`src/rtl/int_countdn_seq.sv`:
```
// int_countdn_seq: five-phase strobe sequencer with two loadable down-counting
// channels (C2, C3). Loads are accepted in phase W4 and counts decrement in
// phase V1. A channel that counts down from 1 to 0 latches a pending interrupt,
// which stays set until it is acknowledged.
//
//   state | meaning
//   ------+------------------------------------------------------------
//   W4    | load window: a pending LD_REQ is accepted on a PH_EN edge
//   X4    | idle phase
//   Y5    | idle phase
//   Z5    | idle phase
//   V1    | count window: enabled non-zero channels decrement on PH_EN
module int_countdn_seq #(
  parameter int CNT_W = 12
) (
  input  logic             SIM_CLK,
  input  logic             SIM_RST,
  input  logic             PH_EN,
  input  logic             LD_REQ,
  input  logic             LD_SEL,
  input  logic [CNT_W-1:0] LD_DATA,
  output logic             LD_ACK,
  input  logic [1:0]       CH_EN,
  input  logic [1:0]       INT_ACK,
  output logic             W4,
  output logic             X4,
  output logic             Y5,
  output logic             Z5,
  output logic             V1,
  output logic [CNT_W-1:0] C2_CNT,
  output logic [CNT_W-1:0] C3_CNT,
  output logic [1:0]       TCZ,
  output logic [1:0]       INT_PEND,
  output logic             IRQ
);

  typedef enum logic [2:0] {
    ST_W4 = 3'd0,
    ST_X4 = 3'd1,
    ST_Y5 = 3'd2,
    ST_Z5 = 3'd3,
    ST_V1 = 3'd4
  } phase_t;

  phase_t                  state_q;
  phase_t                  state_d;
  logic [1:0][CNT_W-1:0]   cnt_q;
  logic [1:0]              pend_q;
  logic                    ack_q;
  logic                    ld_fire;
  logic                    dec_fire;
  logic [1:0]              ld_hit;
  logic [1:0]              dec_hit;
  logic [1:0]              tc_hit;

  // Phase register; only advances on PH_EN edges.
  always_ff @(posedge SIM_CLK) begin
    if (SIM_RST) state_q <= ST_W4;
    else         state_q <= state_d;
  end

  // Next phase and one-hot strobe decode from the registered phase.
  always_comb begin
    state_d = state_q;
    W4 = 1'b0;
    X4 = 1'b0;
    Y5 = 1'b0;
    Z5 = 1'b0;
    V1 = 1'b0;
    case (state_q)
      ST_W4: begin W4 = 1'b1; if (PH_EN) state_d = ST_X4; end
      ST_X4: begin X4 = 1'b1; if (PH_EN) state_d = ST_Y5; end
      ST_Y5: begin Y5 = 1'b1; if (PH_EN) state_d = ST_Z5; end
      ST_Z5: begin Z5 = 1'b1; if (PH_EN) state_d = ST_V1; end
      ST_V1: begin V1 = 1'b1; if (PH_EN) state_d = ST_W4; end
      default: state_d = ST_W4;
    endcase
  end

  // Per-channel load, decrement and terminal-count qualifiers.
  always_comb begin
    ld_fire  = PH_EN && (state_q == ST_W4) && LD_REQ;
    dec_fire = PH_EN && (state_q == ST_V1);
    ld_hit   = {ld_fire & LD_SEL, ld_fire & ~LD_SEL};
    dec_hit  = 2'b00;
    tc_hit   = 2'b00;
    for (int i = 0; i < 2; i++) begin
      dec_hit[i] = dec_fire && CH_EN[i] && (cnt_q[i] != '0);
      tc_hit[i]  = dec_hit[i] && (cnt_q[i] == CNT_W'(1));
    end
  end

  // Channel counters: loads land in W4, decrements in V1, so they never collide.
  always_ff @(posedge SIM_CLK) begin
    if (SIM_RST) begin
      cnt_q <= '0;
    end else begin
      for (int i = 0; i < 2; i++) begin
        if (ld_hit[i])       cnt_q[i] <= LD_DATA;
        else if (dec_hit[i]) cnt_q[i] <= cnt_q[i] - CNT_W'(1);
      end
    end
  end

  // Pending interrupts: a new terminal count wins over a same-edge acknowledge.
  always_ff @(posedge SIM_CLK) begin
    if (SIM_RST) pend_q <= 2'b00;
    else         pend_q <= (pend_q & ~INT_ACK) | tc_hit;
  end

  // Load acknowledge pulses for the single cycle after the accepting edge.
  always_ff @(posedge SIM_CLK) begin
    if (SIM_RST) ack_q <= 1'b0;
    else         ack_q <= ld_fire;
  end

  assign LD_ACK   = ack_q;
  assign C2_CNT   = cnt_q[0];
  assign C3_CNT   = cnt_q[1];
  assign TCZ      = {cnt_q[1] == '0, cnt_q[0] == '0};
  assign INT_PEND = pend_q;
  assign IRQ      = |pend_q;

endmodule

```
`config.mk`:
```
export PLATFORM = sky130hd
export DESIGN_NAME = int_countdn_seq
export DESIGN_NICKNAME = d
export VERILOG_FILES = /design/src/rtl/int_countdn_seq.sv
export SDC_FILE = /design/constraint.sdc
export NUM_CORES = 1
export LEC_CHECK = 0
export CORE_ASPECT_RATIO = 1.25
export CORE_MARGIN = 2
export CORE_UTILIZATION = 50
export CTS_CLUSTER_DIAMETER = 40
export CTS_CLUSTER_SIZE = 8
export DETAILED_ROUTE_END_ITERATION = 8
export PLACE_DENSITY = 0.83
export SETUP_SLACK_MARGIN = 0.5
export SYNTH_ARGS = -nofsm -noshare
export SYNTH_HDL_FRONTEND = slang
export SYNTH_SLANG_ARGS = --single-unit
export TNS_END_PERCENT = 1
```
`constraint.sdc`:
```
create_clock -name SIM_CLK -period 3.17 [get_ports SIM_CLK]
set_input_delay 0.7925 -clock SIM_CLK [delete_from_list [all_inputs] [get_ports SIM_CLK]]
set_output_delay 0.7925 -clock SIM_CLK [all_outputs]
set_load 0.05 [all_outputs]
```
=== After elaboration in Yosys (flattened, before gate mapping) ===
Cells that the tools add are included.

* Memories kept: 0
* Memory bits (read-only): 0
* Latch bits: 0
* Input port bits: 21
* Output and inout port bits: 35
* RAM bits: 0
* Register bits after elaboration: 30
* Logic and storage cells: 57

* $add $sub $neg: 2
* Shift-type cells: 0
* Multiplexer cells: 15
* Divide/modulo/power cells: 0
* Multiply operators: 0
* Reduce and logical (&&, ||, !) cells: 18
* Equal/unequal tests: 11
* Magnitude comparators: 0
* Bitwise operators: 6

{| class="wikitable"
|+ Operators by type and width
! cell !! count
|-
| two-way mux 12 bit || 4
|-
| == test 12 x 1 -> 1 bit, second input constant || 2
|-
| logical NOT 12 bit || 2
|-
| nonzero test 12 bit || 2
|-
| subtractor 12 x 1 -> 12 bit, second input constant || 2
|-
| two-way mux 3 bit || 5
|-
| one-hot mux 3 bit (5 select lines) || 1
|-
| != test 2 bit, second input constant || 5
|-
| logical AND 1 bit || 9
|-
| == test 3 x 2 -> 1 bit, second input constant || 2
|-
| two-way mux 1 bit || 5
|-
| AND reduction 5 bit || 1
|-
| nonzero test 2 bit || 2
|-
| == test 3 x 1 -> 1 bit, second input constant || 1
|-
| == test 3 bit, second input constant || 1
|-
| logical NOT 3 bit || 1
|-
| bitwise AND 1 bit || 2
|-
| bitwise AND 2 bit || 1
|-
| inverter 2 bit || 1
|-
| bitwise OR 2 bit || 1
|-
| OR reduction 2 bit || 1
|-
| inverter 1 bit || 1
|}

=== Depth between registers and ports, before layout ===
Gate-level depths: netlist of the first run.

* Word-level depth: 6
* Gate-level depth with buffers: 8
* Depth with buffers taken out: 6

=== Worst setup path after synthesis of the first run ===
OpenSTA, ideal clock, no wires.

* Path type: register to register
* From: register state_q[0]
* To: register cnt_q, in the netlist C3_CNT[5]
* Library setup time: 0.095 ns
* Cell stages (with the launch flop): 7
* Data required time: 3.075 ns
* Buffers on the path: 1
* Path slack: 0.382 ns
* Clock period less this slack: 2.788 ns
* Data arrival time: 2.693 ns
* Path through: dfxtp_1 buf_6 nor3_1 nand3_1 nor2_1 a22oi_1 a221oi_1

* Word-level cells in the longest chain between the ends: 5
* Elaborated cells between the ends (all ways): 10
* Those cells by class: eq/ne: 1; mux: 1; bitwise: 1; reduce/logical: 7

{| class="wikitable"
|+ Ends and longest elaborated chain
! what !! line !! RTL
|-
| from (decl) || 45 || <nowiki>phase_t state_q;</nowiki>
|-
| from (signal assigned) || 59 || <nowiki>else state_q <= state_d;</nowiki>
|-
| logical NOT 3 bit / == test 3 bit (equally long branches) || 82, 83 ||
|-
| logical AND 1 bit, on equally long branches || 82, 83 ||
|-
| logical AND 1 bit, on equally long branches || 82, 88 ||
|-
| bitwise AND 1 bit / logical AND 1 bit (equally long branches) || 84, 88 ||
|-
| two-way mux 12 bit / nonzero test 2 bit (equally long branches) || - ||
|-
| to (signal, indexed assignment) || 100 || <nowiki>else if (dec_hit[i]) cnt_q[i] <= cnt_q[i] - CNT_W'(1);</nowiki>
|-
| to (decl) || 47 || <nowiki>logic [1:0][CNT_W-1:0] cnt_q;</nowiki>
|}

Parallel ways exist; a longest one is shown, timed or not.
A chain may end at the register's enable or synchronous reset.

=== Worst setup path after layout of the first run ===
* From: register cnt_q, in the netlist C2_CNT[4]
* To: output port TCZ[0]

* Word-level cells in the longest chain between the ends: 1

{| class="wikitable"
|+ Ends and longest elaborated chain
! what !! line !! RTL
|-
| logical NOT 12 bit || 120 || <nowiki>assign TCZ = {cnt_q[1] == '0, cnt_q[0] == '0};</nowiki>
|-
| to (decl) || 32 || <nowiki>output logic [1:0] TCZ,</nowiki>
|}

Every way passes these cells.

==> impl_results.rst, run 1 <==
.. list-table::
   :header-rows: 1

   * - Metric
     - Value
   * - Area taken by flip-flops and latches
     - 601 sq um
   * - RD Place Congestion
     - 0.933
   * - Final Total Pwr
     - 1050 uW
   * - Vias in the first global route
     - 1803
   * - Final antenna-violating net count
     - 0
   * - R2R depth
     - 5
   * - Maximum fanout count along the critical path
     - 9
   * - Worst supply voltage drop on vdd
     - 0.000321 V
   * - Leakage Power
     - 0.000888 uW
   * - Tightest Pin Transition
     - 911 ps
   * - Area of the multi-input gates
     - 1070 sq um
   * - Chip Height
     - 70.4 microns
   * - Delay-heaviest family, CP
     - simple AND/OR/NAND/NOR gates
   * - Series of cell instances along the critical path
     - nor4_4 -> and4_1 -> dlygate4sd2_1
   * - Crit path capture type
     - output port
   * - Ys async rst share
     - 0
   * - Cts bufs inserted
     - 5
   * - Worst EP required
     - 2380 ps
   * - Reported max-cap violation count
     - 0
   * - Area enclosed by the die boundary
     - 4020 sq um
   * - TritonCTS clock tree
     - built
   * - Maximum clock skew at final layout
     - 4.77 ps
   * - Final wirelength
     - 4890 microns
   * - Hold-fix buffer count after cts
     - 0
   * - Fraction of post-synthesis cell area in the top cell type by area
     - 0.341
   * - Core Box Area
     - 3420 sq um
   * - Power per unit of standard cell area
     - 428 nW/um^2
   * - DP HPWL
     - 3690 microns
   * - Final cell count without fillers
     - 309
   * - Sum of negative setup slack
     - 0 ps
   * - First-pass detailed-route iteration total
     - 4
   * - Vias
     - 1887
   * - Per-instance average area after synthesis
     - 8.39 sq um
   * - Stage delay of the slowest cell on the critical path
     - 550 ps
   * - Main area contributors after synthesis
     - dfxtp_1 34%, ha_1 4.3%, nor2_1 4.0%, a21oi_1 3.7%, nand2_1 3.4%
   * - TritonCTS Sinks
     - 30
   * - Post-CTS setup buffer count
     - 0
   * - P&R area growth vs syn
     - 39.4%
   * - Fraction of the yosys area taken by sequential cells
     - 0.341
   * - Levels on crit path
     - 3
   * - Result of the run
     - finished clean
   * - Final layout net count
     - 296
   * - Leading register cell type out of synthesis
     - dfxtp_1
   * - Post-synthesis share of cell area spent on xor and xnor gates
     - 0.00994
   * - Clk_lat worst skew
     - 290 ps
   * - Routed vias/inst
     - 6.11
   * - Critical Path Slowest Stage Cell
     - dlygate4sd2_1
   * - Number of antenna violations at the first check in global routing
     - 0
   * - I/O pin count
     - 56
   * - Cell at the root of the clock tree
     - clkbuf_8
   * - Flip-flop and latch count after synthesis
     - 30
   * - Maximum achievable frequency
     - 368 MHz
   * - Gate count after technology mapping
     - 210
   * - Placed Cells incl. Taps
     - 301
   * - Multiplexer share of the synthesized area
     - 0.0241
   * - Leftover overflow at the end of global routing
     - 0
   * - Classification of the worst-slack hold path
     - flop to flop
   * - Number of filler cells placed in the layout
     - 289
   * - Synth Warn #
     - 0
   * - Wire length of the first global-routing pass
     - 8210 microns
   * - Worst-path clk slew
     - 60 ps
   * - Worst path arrival time
     - 1920 ps
   * - Unrepaired setup endpoints after global routing
     - true
   * - Average routed wire per standard cell
     - 15.8 microns
   * - Std-Cell Rows
     - 24
   * - Worst Setup Path Type
     - flop to output port
   * - Number of enable flip-flop cells after synthesis
     - 0
   * - Core utilization of the finished layout
     - 0.717
   * - Smallest hold slack
     - 481 ps
   * - Adder-cell share of the synthesized area
     - 0.0426
   * - Initial Utilization
     - 0.515
   * - Setup violators final
     - 0
   * - Die outline width
     - 57.1 microns
   * - Endpoints failing hold
     - 0
   * - Global Route Usage Sum
     - 0.259
   * - Compound-gate portion of the synthesized area
     - 0.239
   * - Critical Path Start Type
     - flop
   * - Port buffer count
     - 55
   * - Share of synthesized cell area in and, or, nand and nor gates
     - 0.288
   * - Maximum number of pins on one net before global-route repair
     - 24
   * - Max clock buf depth
     - 2
   * - Crit share post-route
     - 0.856
   * - Area leader, netlist
     - dfxtp_1
   * - Minimum period implied by the final worst setup slack
     - 2710 ps
   * - Count of cells along the worst hold path
     - 2
   * - Number of levels the H-tree was split into
     - 2
   * - Sum of buffers and inverters on the critical path
     - 1
   * - Fraction of final layout cells sized beyond drive strength 1
     - 0.115
   * - Main combinational cell family by area after synthesis
     - simple AND/OR/NAND/NOR gates
   * - Drc violations
     - 0
   * - Fin. max-slew vios
     - 0
   * - Syn_nets
     - 237
   * - Antenna diode count
     - 0
   * - 1st-iter DRT viols
     - 94
   * - Synth cell types
     - 54
   * - Post-Synthesis Cell Area
     - 1760 sq um
   * - Worst-case headroom to the max-slew limit
     - 0.391
power breakdown:
group | internal (uW) | total (uW) | switching (uW)
Clock | 175 | 321 | 147
Combinational | 120 | 314 | 194
Sequential | 393 | 416 | 22.9
synth_stat cells, types with 2 or more instances:
library cell  number
a2111oi_0          2
a211oi_1           2
a21oi_1           13
a22oi_1            5
a2bb2oi_1          2
a311o_1            2
a311oi_1           2
a31oi_1            8
a32oi_1            3
and2_1             2
and4_1             2
buf_2              3
buf_6              3
clkbuf_1           5
dfxtp_1           30
ha_1               6
inv_1              7
mux2_2             2
mux2i_1            2
nand2_1           16
nand2b_1           3
nand3_1            5
nand4_1            5
nor2_1            19
nor3_1            11
nor3b_1            3
nor4_1             4
o211ai_1           6
o21ai_0            3
o311ai_0           5
or2_2              2
or3_1              2
or4_1              4
layer usage:
metal  vias up  GRT usage  routed length (microns)  part of all wire
met2        78      0.420                     2400              0.49
met5         -          0                        0                 0
met3        11     0.0481                      334             0.068
li1        921          -                        -                 -
met4         0      0.121                       94             0.019
met1       877      0.328                     2070              0.42
placed cells by master (no fill, tap or decap), types with 2 or more instances in the layout:
cell type        count
a2111oi_0            2
mux2_2               2
nand4_1              5
nor4_1               4
or3_1                2
a311oi_1             2
nor3_1              10
mux2i_1              2
a21oi_1             13
nand3_1              5
a32oi_1              3
nand2_1             16
or4_1                4
a2bb2oi_1            2
nor2_1              19
and4_1               2
a311o_1              2
a22oi_1              5
inv_1                7
buf_4                9
dfxtp_1             30
ha_1                 6
nor3b_1              3
o311ai_0             5
o211ai_1             6
nand2b_1             3
a211oi_1             2
or2_2                2
and2_1               2
a31oi_1              8
o21ai_0              3
clkdlybuf4s50_1     52
clkbuf_8             6
worst paths after layout:
| path | from | end | slack [ps] |
|---|---|---|---|
| worst max-delay path | C2_CNT[4]$_SDFFE_PP0P_ | TCZ[0] | 460 |
| worst max register to register | C3_CNT[5]$_SDFFE_PP0P_ | C3_CNT[11]$_SDFFE_PP0P_ | 1030 |
| worst min register to register | C3_CNT[11]$_SDFFE_PP0P_ | C3_CNT[11]$_SDFFE_PP0P_ | 480 |
| worst min-delay path | C3_CNT[11]$_SDFFE_PP0P_ | C3_CNT[11]$_SDFFE_PP0P_ | 480 |
sequential cells by signal, summed over array words and instances (netlist names):
register,flops
C2_CNT,12
state_q,3
INT_PEND,2
C3_CNT,12
LD_ACK,1
timing repair:
item,CTS,global route
pin swaps,0,0
endpoints found under the setup margin,3,6
gates resized for setup,4,1
area by class of cell:
type | count | area share
multi-input combinational | 161 | 0.435
timing repair buffer | 64 | 0.253
sequential | 30 | 0.245
clock buffer | 7 | 0.0352
tap | 39 | 0.0199
inverter | 7 | 0.0107
clock inverter | 1 | 0.00204
through the flow:
stage               worst slack (ps)  area (sq um)
finish                           455          2460
global route                     326          2460
CTS                              422          2450
detailed placement               378          2360
global placement                 448          2360
floorplan                        694          1770
logic make-up after synthesis:
| group | count (synthesis) |
|---|---|
| xor gates and xnor gates | 2 |
| muxes | 4 |
| adders and majority gates | 6 |
| and+or+nand+nor | 90 |
| DFF | 30 |
| AOI/OAI and AO/OA | 59 |
| buffers and inverters | 19 |
worst min-delay path, delay by kind of cell, from the launching register on:
| kind | cells | cell delay, ps |
|---|---|---|
| and+or+nand+nor | 1 | 60 |
| DFF | 1 | 320 |
| AOI/OAI and AO/OA | 1 | 50 |
(Power assumes the default switching activity.)
==> inputs of run 2 (changes only) <==
- CTS_CLUSTER_SIZE: 8 -> unset
- PLACE_DENSITY: 0.83 -> 0.85
==> impl_results.rst, run 2 (synthesized netlist as in run 1, its figures left out) <==
.. list-table::
   :header-rows: 1

   * - Metric
     - Value
   * - Port buffer count
     - 55
   * - Clk_lat worst skew
     - 290 ps
   * - DP HPWL
     - 3760 microns
   * - Worst EP required
     - 2380 ps
   * - Comb power frac
     - 0.299
   * - Final Total Pwr
     - 1060 uW
   * - Average routed wire per standard cell
     - 16.4 microns
   * - Final wirelength
     - 5070 microns
   * - Unrepaired setup endpoints after global routing
     - true
   * - Core utilization of the finished layout
     - 0.719
   * - Post-CTS setup buffer count
     - 0
   * - Uppermost metal layer occupied by signal nets
     - met4
   * - Placement-stage cell area
     - 2360 sq um
   * - First-pass detailed-route iteration total
     - 4
   * - Maximum clock skew at final layout
     - 4.26 ps
   * - Routed vias/inst
     - 6.20
   * - Worst-path clk slew
     - 70 ps
   * - Register share of total power
     - 0.392
   * - Power per unit of standard cell area
     - 432 nW/um^2
   * - Launch point of the worst path
     - C3_CNT[5]$_SDFFE_PP0P_
   * - Minimum period implied by the final worst setup slack
     - 2680 ps
   * - Wire length of the first global-routing pass
     - 8200 microns
   * - Smallest hold slack
     - 492 ps
   * - Number of cells upsized or downsized after cts
     - 6
   * - Worst Setup Path Type
     - flop to output port
   * - TritonCTS clock tree
     - built
   * - Final antenna-violating net count
     - 0
   * - Setup violators final
     - 0
   * - Vias
     - 1915
   * - Final layout net count
     - 296
   * - Classification of the worst-slack hold path
     - flop to flop
   * - Net switching component of the power
     - 374 uW
   * - Amount of wire on met3 after detailed routing
     - 373 microns
   * - Fraction of final layout cells sized beyond drive strength 1
     - 0.122
   * - Leakage Power
     - 0.000887 uW
   * - Internal Power
     - 688 uW
   * - Number of antenna violations at the first check in global routing
     - 0
   * - Worst supply voltage drop on vdd
     - 0.000383 V
   * - 1st-iter DRT viols
     - 97
   * - Die outline width
     - 57.1 microns
   * - Chip Height
     - 70.4 microns
   * - Sum of negative setup slack
     - 0 ps
   * - Std-Cell Rows
     - 24
   * - Tightest Pin Transition
     - 882 ps
   * - Result of the run
     - finished clean
   * - Number of levels the H-tree was split into
     - 2
   * - Crit share post-route
     - 0.847
   * - Area enclosed by the die boundary
     - 4020 sq um
   * - Leftover overflow at the end of global routing
     - 0
   * - Antenna diode count
     - 0
   * - Sum of routed wire segments on met1
     - 2070 microns
   * - I/O pin count
     - 56
   * - Vias in the first global route
     - 1710
   * - Endpoints failing hold
     - 0
   * - Maximum fanout count along the critical path
     - 8
   * - Leading cell types in the layout, fill and taps excluded
     - 52 x clkdlybuf4s50_1, 30 x dfxtp_1, 19 x nor2_1, 16 x nand2_1, 13 x a21oi_1
   * - P&R area growth vs syn
     - 39.8%
   * - Fin. max-slew vios
     - 0
   * - Post-route cell area
     - 2460 sq um
   * - Core Box Area
     - 3420 sq um
   * - Worst path arrival time
     - 1890 ps
   * - TritonCTS Sinks
     - 30
   * - Cell at the root of the clock tree
     - clkbuf_8
   * - Global Route Usage Sum
     - 0.261
   * - Clk network pwr share
     - 0.309
   * - Initial Utilization
     - 0.515
   * - Max clock buf depth
     - 2
   * - Drc violations
     - 0
   * - Most frequent standard cell in the layout excluding fill and tap cells
     - clkdlybuf4s50_1
   * - Cts bufs inserted
     - 5
   * - Hold-fix buffer count after cts
     - 0
   * - Share of total power consumed by net switching
     - 0.352
   * - Crit path capture type
     - output port
   * - Launch point of the worst hold path
     - INT_PEND[1]$_SDFF_PP0_
   * - Critical Path Start Type
     - flop
   * - Routed length on met2
     - 2510 microns
   * - Maximum number of pins on one net before global-route repair
     - 24
   * - Reported max-cap violation count
     - 0
   * - Worst reg2reg path startpoint
     - C3_CNT[5]$_SDFFE_PP0P_
   * - Maximum achievable frequency
     - 373 MHz
   * - RD Place Congestion
     - 0.911
   * - Worst-case headroom to the max-slew limit
     - 0.410
## run 2: cell types whose count changed in the layout (fill, tap and decap cells not counted)
| cell | delta |
|---|---|
| clkbuf_1 | -1 |
| clkdlybuf4s15_2 | +1 |
| clkinvlp_4 | +1 |
| dlygate4sd2_1 | -1 |
## run 2: metrics by stage
stage	instances	setup WS (ps)
3_5_place_dp	301	367
5_1_grt	309	377
4_1_cts	309	444
6_report	309	486
3_3_place_gp	301	455
2_1_floorplan	210	694
## run 2: final cells by class
| class | instances | area (sq um) |
|---|---|---|
| Clock buffer | 6 | 82.6 |
| Timing Repair Buffer | 64 | 623 |
| Inverter | 7 | 26.3 |
| Tap cell | 39 | 48.8 |
| Sequential cell | 30 | 601 |
| Multi-Input combinational cell | 161 | 1070 |
| Fill cell | 275 | 961 |
| Clock inverter | 2 | 12.5 |
## run 2: metal layers
metal,vias up,GRT usage
li1,921,-
met1,887,0.323
met2,96,0.415
met3,11,0.0630
met4,0,0.137
met5,-,0
## run 2: power groups by stage
stage,Sequential (uW),Clock [uW],Combinational (uW)
floorplan,463,0,172
global placement,423,0,313
detailed placement,425,0,316
CTS,416,334,316
global route,420,346,337
finish,416,328,318
## run 2: path summary, 6_finish.rpt
check             slack [ps]  depth (start not counted)                      end
setup reg to reg        1060                          5  C3_CNT[11]$_SDFFE_PP0P_
hold reg to reg          490                          2   INT_PEND[1]$_SDFF_PP0_
hold / removal           490                          2   INT_PEND[1]$_SDFF_PP0_
setup / recovery         490                          3                   TCZ[1]
## run 2: critical path, cell delays in order (launching register included)
cell and delay (ps):
dfxtp_1 360, nor4_1 430, and4_1 400, clkdlybuf4s15_2 410
